===== src/rtl/ws2812_rx.sv =====
// WS2812 single-wire receive decoder: classifies high pulses by width into bits,
// assembles MSB-first 24-bit words and flags the end-of-frame reset gap.
module ws2812_rx #(
    parameter int THRESH    = 29,
    parameter int MIN_HIGH  = 6,
    parameter int MAX_HIGH  = 72,
    parameter int RESET_CYC = 2400,
    parameter int IDX_W     = 8
) (
    input  logic             clk,
    input  logic             rst,
    input  logic             din,
    output logic [23:0]      data,
    output logic             valid,
    output logic [IDX_W-1:0] word_idx,
    output logic             latch,
    output logic             err
);
    localparam int CNT_TOP = (RESET_CYC > MAX_HIGH) ? RESET_CYC : MAX_HIGH;
    localparam int CNT_W   = $clog2(CNT_TOP + 1);

    localparam logic [CNT_W-1:0] CNT_SAT   = '1;
    localparam logic [CNT_W-1:0] THRESH_C  = CNT_W'(THRESH);
    localparam logic [CNT_W-1:0] MIN_C     = CNT_W'(MIN_HIGH);
    localparam logic [CNT_W-1:0] MAX_C     = CNT_W'(MAX_HIGH);
    localparam logic [CNT_W-1:0] RESET_C   = CNT_W'(RESET_CYC);
    localparam logic [CNT_W-1:0] CNT_ONE   = CNT_W'(1);

    typedef enum logic [1:0] {WAIT_GAP, IDLE, HIGH} state_t;

    state_t           state, state_n;
    logic             s1, s2, prev;
    logic [CNT_W-1:0] cnt, cnt_n, cnt_inc;
    logic [23:0]      shreg, shreg_n, data_n;
    logic [4:0]       bit_cnt, bit_cnt_n;
    logic [IDX_W-1:0] next_idx, next_idx_n, word_idx_n;
    logic             valid_n, latch_n, err_n;
    logic             rise, fall, bit_val;

    assign rise    = s2 & ~prev;
    assign fall    = ~s2 & prev;
    assign cnt_inc = (cnt == CNT_SAT) ? cnt : cnt + CNT_ONE;
    assign bit_val = (cnt >= THRESH_C);

    always_comb begin
        state_n    = state;
        cnt_n      = cnt;
        shreg_n    = shreg;
        bit_cnt_n  = bit_cnt;
        next_idx_n = next_idx;
        data_n     = data;
        word_idx_n = word_idx;
        valid_n    = 1'b0;
        latch_n    = 1'b0;
        err_n      = 1'b0;
        case (state)
            WAIT_GAP: begin
                if (s2) begin
                    cnt_n = '0;
                end else begin
                    cnt_n = cnt_inc;
                    if (cnt_inc >= RESET_C) state_n = IDLE;
                end
            end
            IDLE: begin
                if (rise) begin
                    cnt_n   = CNT_ONE;
                    state_n = HIGH;
                end else if (!s2) begin
                    cnt_n = cnt_inc;
                    // Coming out of WAIT_GAP cnt already sits at RESET_C, so no latch there.
                    if (cnt_inc == RESET_C && cnt_inc != cnt) begin
                        latch_n    = 1'b1;
                        err_n      = (bit_cnt != 5'd0);
                        next_idx_n = '0;
                        bit_cnt_n  = 5'd0;
                        shreg_n    = '0;
                    end
                end
            end
            HIGH: begin
                if (s2) begin
                    cnt_n = cnt_inc;
                    if (cnt_inc >= MAX_C) begin
                        err_n     = 1'b1;
                        bit_cnt_n = 5'd0;
                        shreg_n   = '0;
                        cnt_n     = '0;
                        state_n   = WAIT_GAP;
                    end
                end else if (fall) begin
                    // The fall sample is already low, so the low count starts at one.
                    cnt_n = CNT_ONE;
                    if (cnt < MIN_C) begin
                        err_n     = 1'b1;
                        bit_cnt_n = 5'd0;
                        shreg_n   = '0;
                        state_n   = WAIT_GAP;
                    end else begin
                        shreg_n = {shreg[22:0], bit_val};
                        state_n = IDLE;
                        if (bit_cnt == 5'd23) begin
                            data_n     = {shreg[22:0], bit_val};
                            valid_n    = 1'b1;
                            word_idx_n = next_idx;
                            next_idx_n = next_idx + IDX_W'(1);
                            bit_cnt_n  = 5'd0;
                        end else begin
                            bit_cnt_n = bit_cnt + 5'd1;
                        end
                    end
                end
            end
            default: state_n = WAIT_GAP;
        endcase
    end

    always_ff @(posedge clk) begin
        if (rst) begin
            s1       <= 1'b0;
            s2       <= 1'b0;
            prev     <= 1'b0;
            state    <= WAIT_GAP;
            cnt      <= '0;
            shreg    <= '0;
            bit_cnt  <= 5'd0;
            next_idx <= '0;
            data     <= '0;
            word_idx <= '0;
            valid    <= 1'b0;
            latch    <= 1'b0;
            err      <= 1'b0;
        end else begin
            s1       <= din;
            s2       <= s1;
            prev     <= s2;
            state    <= state_n;
            cnt      <= cnt_n;
            shreg    <= shreg_n;
            bit_cnt  <= bit_cnt_n;
            next_idx <= next_idx_n;
            data     <= data_n;
            word_idx <= word_idx_n;
            valid    <= valid_n;
            latch    <= latch_n;
            err      <= err_n;
        end
    end
endmodule

===== config.mk =====
export PLATFORM = sky130hd
export DESIGN_NAME = ws2812_rx
export DESIGN_NICKNAME = d
export VERILOG_FILES = /design/src/rtl/ws2812_rx.sv
export SDC_FILE = /design/constraint.sdc
export NUM_CORES = 1
export LEC_CHECK = 0
export CORE_MARGIN = 2
export CORE_UTILIZATION = 45
export CTS_BUF_LIST = sky130_fd_sc_hd__clkbuf_8
export CTS_CLUSTER_SIZE = 14
export DETAILED_ROUTE_END_ITERATION = 10
export PLACE_DENSITY = 0.73
export SYNTH_ARGS = -nofsm -noshare
export SYNTH_HDL_FRONTEND = slang
export SYNTH_SLANG_ARGS = --single-unit

===== constraint.sdc =====
create_clock -name clk -period 5.35 [get_ports clk]
set_clock_uncertainty 0.05 [all_clocks]
set_input_delay 1.07 -clock clk [delete_from_list [all_inputs] [get_ports clk]]
set_output_delay 1.07 -clock clk [all_outputs]
set_load 0.01 [all_outputs]

=== Yosys cells after proc, flatten, opt, wreduce, memory -nomap -nowiden ===
Cells that the tools add are included.

* Register bits: 88
* Output and inout bits: 35

* $add $sub $neg: 3
* $lt $le $gt $ge: 4
* Equality and inequality tests: 19
* Muxes and demuxes: 51
* Bitwise gates (word level): 8
* Reduce and logical (&&, ||, !) cells: 12

{| class="wikitable"
|+ Operators with widths
! kind !! count
|-
| $mux 23 || 7
|-
| $mux 12 || 7
|-
| $mux 8 || 7
|-
| $pmux 23 s2 || 1
|-
| $mux 5 || 8
|-
| $pmux 12 s3 || 1
|-
| $eq 12x12->1 const B || 2
|-
| $ne 2x2->1 const B || 10
|-
| $pmux 8 s2 || 1
|-
| $add 12x1->12 const B || 1
|-
| $ge 12x12->1 const B || 1
|-
| $ge 12x5->1 const B || 1
|-
| $ge 12x7->1 const B || 1
|-
| $lt 12x3->1 const B || 1
|-
| $mux 2 || 6
|-
| $ne 12x12->1 || 1
|-
| $mux 1 || 10
|-
| $pmux 5 s2 || 1
|-
| $reduce_and 5->1 || 2
|-
| $ne 3x3->1 const B || 3
|-
| $add 8x1->8 const B || 1
|-
| $reduce_and 8->1 || 1
|-
| $not 1->1 || 6
|-
| $pmux 2 s3 || 1
|-
| 15 further kinds || 16
|}

=== Depth between registers and ports, before layout ===
* Depth after elaboration: 8
* Gate-level depth with buffers: 12
* Depth with buffers taken out: 9

=== Worst setup path after synthesis ===
No wires, ideal clock.

* Path kind: flip-flop to flip-flop
* From: reg cnt[1]
* To: reg bit_cnt[3]
* Library setup time: 121 ps
* Data arrival time: 2,687 ps
* Required time: 5,179 ps
* Path slack: 2,492 ps
* Cell stages (with the launch flop): 11
* Buffers on the path: 2
* Clock period less this slack: 2,858 ps
* Cell sequence: dfxtp_1 ha_1 buf_2 clkbuf_1 nand2_1 o21ai_0 o2111ai_1 o21a_1 o21a_2 nor3_4 mux2_2

* Longest elaborated chain between the ends: 6

{| class="wikitable"
|+ Ends and longest elaborated chain
! item !! line !! text
|-
| from (decl) || 33 || <nowiki>logic [CNT_W-1:0] cnt, cnt_n, cnt_inc;</nowiki>
|-
| from (signal assigned) || 138 || <nowiki>cnt <= cnt_n;</nowiki>
|-
| branches (longest 6 deep; another with $add 12x1->12) || -- ||
|-
| to (signal assigned) || 140 || <nowiki>bit_cnt <= bit_cnt_n;</nowiki>
|-
| to (decl) || 35 || <nowiki>logic [4:0] bit_cnt, bit_cnt_n;</nowiki>
|}

Several ways; the timed one is not identified. The select of a mux whose other input is x is not followed.
A chain may end at the register's enable or synchronous reset.

=== Worst setup path in the final report ===
* From: reg cnt[0]
* To: reg shreg[14]

* Longest elaborated chain between the ends: 6

{| class="wikitable"
|+ Ends and longest elaborated chain
! item !! line !! text
|-
| branches (longest 6 deep; another with $add 12x1->12) || -- ||
|-
| to (signal assigned) || 139 || <nowiki>shreg <= shreg_n;</nowiki>
|-
| to (decl) || 34 || <nowiki>logic [23:0] shreg, shreg_n, data_n;</nowiki>
|}

Several ways; the timed one is not identified. The select of a mux whose other input is x is not followed.

==> impl_metrics.prom <==
# TYPE chip_impl_metric gauge
chip_impl_info{name="status",value="finished, final reports clean"} 1
chip_impl_metric{name="postLayoutCellArea",unit="um^2"} 5220
chip_impl_metric{name="min_period",unit="ns"} 4.20
chip_impl_metric{name="synth.yosys.seq_area_share",unit="%"} 37.6
chip_impl_info{name="cp-end-kind",value="flip-flop"} 1
chip_impl_metric{name="hold-worst-slack",unit="ns"} 0.401
chip_impl_metric{name="totalPowerFinal",unit="mW"} 1.21
chip_impl_metric{name="netlist_area",unit="um^2"} 4690
chip_impl_metric{name="number_of_antenna_repair_diodes",unit=""} 0
chip_impl_metric{name="timing.critical_path.buf_inv",unit=""} 1
chip_impl_metric{name="floorplan.core_area",unit="um^2"} 10200
chip_impl_metric{name="floorplan.die.height",unit="um"} 106
chip_impl_metric{name="yosysWarningCount",unit=""} 0
chip_impl_info{name="timing.rr.start",value="cnt[0]"} 1
chip_impl_metric{name="globalRouteOverflowTotal",unit=""} 0
chip_impl_metric{name="clk_buf_depth",unit=""} 2
chip_impl_metric{name="report.final.setup_viol",unit=""} 0
chip_impl_metric{name="rows",unit=""} 37
chip_impl_metric{name="initial_standard_cell_utilization_of_the_core",unit="%"} 45.8
chip_impl_metric{name="residual_drc",unit=""} 0
chip_impl_metric{name="swShare",unit="%"} 28.5
chip_impl_metric{name="drt_iter0_markers",unit=""} 289
chip_impl_metric{name="vias",unit=""} 4222
chip_impl_metric{name="depth_of_the_worst_register_to_register_path",unit=""} 8
chip_impl_metric{name="netSwitchingPower",unit="mW"} 0.345
chip_impl_metric{name="finalMaxSlewViolations",unit=""} 0
chip_impl_metric{name="cell_leakage_power",unit="nW"} 1.89
chip_impl_metric{name="largest_net_degree_at_the_start_of_global_routing",unit=""} 62
chip_impl_metric{name="fin_tns_setup",unit="ns"} 0
chip_impl_metric{name="syn-num-nets",unit=""} 559
chip_impl_metric{name="via_count_of_the_first_global_routing_pass",unit=""} 3930
chip_impl_info{name="timing.critical_path.slowest_stage_cell",value="nor3_4"} 1
chip_impl_metric{name="cellPowerDensity",unit="nW/um^2"} 232
chip_impl_metric{name="post_synth.cell_area_avg",unit="um^2"} 8.59
chip_impl_metric{name="boundaryPins",unit=""} 38
chip_impl_metric{name="detail_route.wl_per_cell",unit="um"} 16.7
chip_impl_info{name="unrepaired_setup_endpoints_after_global_routing",value="false"} 1
chip_impl_metric{name="die_area",unit="um^2"} 11300
chip_impl_info{name="hold_path_class",value="reg2reg"} 1
chip_impl_metric{name="antenna_left",unit=""} 0
chip_impl_metric{name="timing.fmax",unit="MHz"} 238
chip_impl_metric{name="dp_hpwl",unit="um"} 7650
chip_impl_metric{name="post_route_cells_drive_above_1_share",unit="%"} 9.14
chip_impl_metric{name="drv_cap",unit=""} 0
chip_impl_metric{name="synth_cells",unit=""} 546
chip_impl_metric{name="combinational_group_share_of_total_power",unit="%"} 7.7
chip_impl_metric{name="filler_cell_count",unit=""} 968
chip_impl_metric{name="grt_first_pass_wirelength",unit="um"} 19600
chip_impl_metric{name="hold-path-cell-count",unit=""} 1
chip_impl_info{name="hold_endpoint",value="s2"} 1
chip_impl_metric{name="detail_route.wirelength",unit="um"} 11600
chip_impl_metric{name="placedInstanceArea",unit="um^2"} 5040
chip_impl_metric{name="internal_power",unit="mW"} 0.864
chip_impl_metric{name="chipWidth",unit="um"} 106
chip_impl_metric{name="grt_antenna_before_repair",unit=""} 0
chip_impl_metric{name="p_seq_share",unit="%"} 55.5
chip_impl_metric{name="detailed_routing_iterations_pass_1",unit=""} 5
chip_impl_metric{name="cts-resized-gates",unit=""} 0
chip_impl_info{name="cts_root_buffer",value="clkbuf_8"} 1
chip_impl_metric{name="cp.arrival",unit="ns"} 4.45
chip_impl_metric{name="cts.repair_timing.setup_buffer_count",unit=""} 0
chip_impl_metric{name="period_share",unit="%"} 78.5
chip_impl_metric{name="clkTransAtPathRegs",unit="ns"} 0.11
chip_impl_info{name="worst_hold_startpoint",value="s1"} 1
chip_impl_metric{name="cts-buffers-inserted",unit=""} 9
chip_impl_metric{name="finish.net_count",unit=""} 566
chip_impl_info{name="sequence_of_cells_on_the_critical_path",value="ha_1 -> nand4_1 -> a21oi_2 -> a21oi_1 -> o21a_2 -> nor3_4 -> buf_4 -> a41o_1"} 1
chip_impl_metric{name="ir_worst_vdd",unit="uV"} 149
chip_impl_metric{name="cts_num_sinks",unit=""} 88
chip_impl_metric{name="groute.usage.overall",unit="%"} 21.3
chip_impl_info{name="critical_path_class",value="reg2reg"} 1
chip_impl_info{name="family_of_cells_with_the_greatest_summed_delay_on_the_critical_path",value="simple AND/OR/NAND/NOR gates"} 1
chip_impl_info{name="setup.worst_path.start_class",value="flip-flop"} 1
chip_impl_metric{name="finalHoldViolations",unit=""} 0
chip_impl_metric{name="power.clock.fraction",unit="%"} 36.8
chip_impl_metric{name="synth-async-reset-ratio",unit="%"} 0
chip_impl_metric{name="register_to_register_setup_slack",unit="ns"} 1.15
chip_impl_metric{name="worst_pin_slew",unit="ns"} 1.14
chip_impl_info{name="worstReg2RegEnd",value="shreg[14]"} 1
chip_impl_metric{name="cts-htree-levels",unit=""} 3
chip_impl_metric{name="critical_path.max_stage_delay",unit="ns"} 0.73
chip_impl_metric{name="critPathRequiredTime",unit="ns"} 5.61
chip_impl_metric{name="clock_insertion_delay_worst_skew",unit="ns"} 0.37
chip_impl_metric{name="vias_per_cell",unit=""} 6.08
chip_impl_metric{name="cp_max_fo",unit=""} 23
chip_impl_metric{name="port_buffers",unit=""} 37
chip_impl_metric{name="cts.hold.buffers_added",unit=""} 0
chip_impl_metric{name="synth.ff_latch_count",unit=""} 88
chip_impl_metric{name="place_congestion",unit=""} 0.892
chip_impl_metric{name="synth_edf_count",unit=""} 0
chip_impl_info{name="synthFlopType",value="dfxtp_1"} 1
chip_impl_metric{name="layout_overhead_on_the_synthesized_area",unit="%"} 11.3
chip_impl_info{name="tritoncts_clock_tree",value="built"} 1
chip_impl_metric{name="netlist-cell-type-count",unit=""} 77
chip_impl_metric{name="timing.max_slew.rel_slack",unit="%"} 24.2
per-stage QoR:
step                      utilization [%]  instances  setup WS [ns]
after detailed placement             49.3        678           1.23
after global placement               49.3        678           1.44
after CTS                            51.0        694           1.19
after global routing                 51.0        694          0.857
after floorplan                         -        546           2.49
final                                51.0        694           1.15
state kept, by name, summed over array words and instances, names as in the netlist:
register and cells:
data 24, shreg 23, cnt 12, next_idx 8, word_idx 8, bit_cnt 5
state 2, err 1, latch 1, prev 1, s1 1, s2 1
valid 1
how the worst max path moves through the flow:
| stage | start | to | slack [ns] | cells after the start |
|---|---|---|---|---|
| after floorplan | cnt[1] | bit_cnt[3] | 2.49 | 10 |
| after global placement | cnt[0] | bit_cnt[3] | 1.44 | 7 |
| after detailed placement | cnt[0] | shreg[14] | 1.23 | 8 |
| after CTS | cnt[0] | shreg[0] | 1.19 | 7 |
| after global routing | cnt[0] | shreg[14] | 0.86 | 8 |
| final | cnt[0] | shreg[14] | 1.15 | 8 |
worst reg2reg max path, delay by kind of cell, from the launching register on:
kind	cells	cell delay, ns
flip-flops	1	0.55
buffers and inverters	1	0.29
adder cells (fa/ha/maj)	1	0.63
AND/OR/NAND/NOR	2	1.36
AO/OA/AOI/OAI	4	1.25
placed cells by master (no fill, tap or decap), drive strengths merged, types with 5 or more instances in the layout:
master          n
nand2          88
dfxtp          88
a21oi          52
clkdlybuf4s50  36
o311a          22
a41o           21
nor2           20
inv            18
nand3          17
o21ai          15
a211oi         12
nand4          11
ha             10
nor3           10
buf            10
clkbuf          9
and3            8
a31oi           7
nor2b           6
o21a            6
o31ai           6
or4             6
a221o           5
o211ai          5
or3             5
nand2b          5
and2            5
synth_stat cells, drive strengths merged, types with 8 or more instances:
cell,number,area [um^2]
dfxtp,88,1760
nand2,88,330
a21oi,52,283
clkbuf,28,105
buf,22,150
o311a,22,220
a41o,21,210
nor2,20,77.6
nand3,17,85.1
inv,15,56.3
o21ai,15,75.1
a211oi,12,100
nand4,11,83.8
ha,10,125
nor3,10,61.3
and3,8,50.1
metal layers:
metal  track usage, %  vias to the layer above  wire [um]
li1                 -                     2049          -
met4             6.67                        0        125
met3             4.17                       14        725
met2             33.1                      136       5410
met1             29.9                     2023       5360
met5                0                        -          0
layout make-up:
cell class / count / area [um^2] / share of cell area [%]
Inverter: 16 / 60.1 / 1.15
Sequential cell: 88 / 1760 / 33.7
Timing Repair Buffer: 46 / 433 / 8.29
Clock buffer: 9 / 124 / 2.37
Multi-Input combinational cell: 392 / 2620 / 50.1
Tap cell: 136 / 170 / 3.26
Clock inverter: 7 / 56.3 / 1.08
power groups by stage:
stage / registers (mW) / clock network (mW) / logic (mW)
global route: 0.672 / 0.483 / 0.105
floorplan: 0.680 / 0 / 0.0744
CTS: 0.671 / 0.458 / 0.0921
finish: 0.671 / 0.445 / 0.0932
detailed placement: 0.686 / 0 / 0.0920
global placement: 0.685 / 0 / 0.0914
cells by family (layout without fill, tap and decap cells):
logic type | count (synthesis) | after routing | share of synthesized area (%)
mux | 6 | 6 | 1.36
fa+ha+maj | 10 | 10 | 2.67
simple gates | 195 | 195 | 21.3
compound gates | 178 | 178 | 29.8
buf+inv | 66 | 78 | 6.72
flops | 88 | 88 | 37.6
xor+xnor | 3 | 3 | 0.560
(Power assumes the default switching activity.)
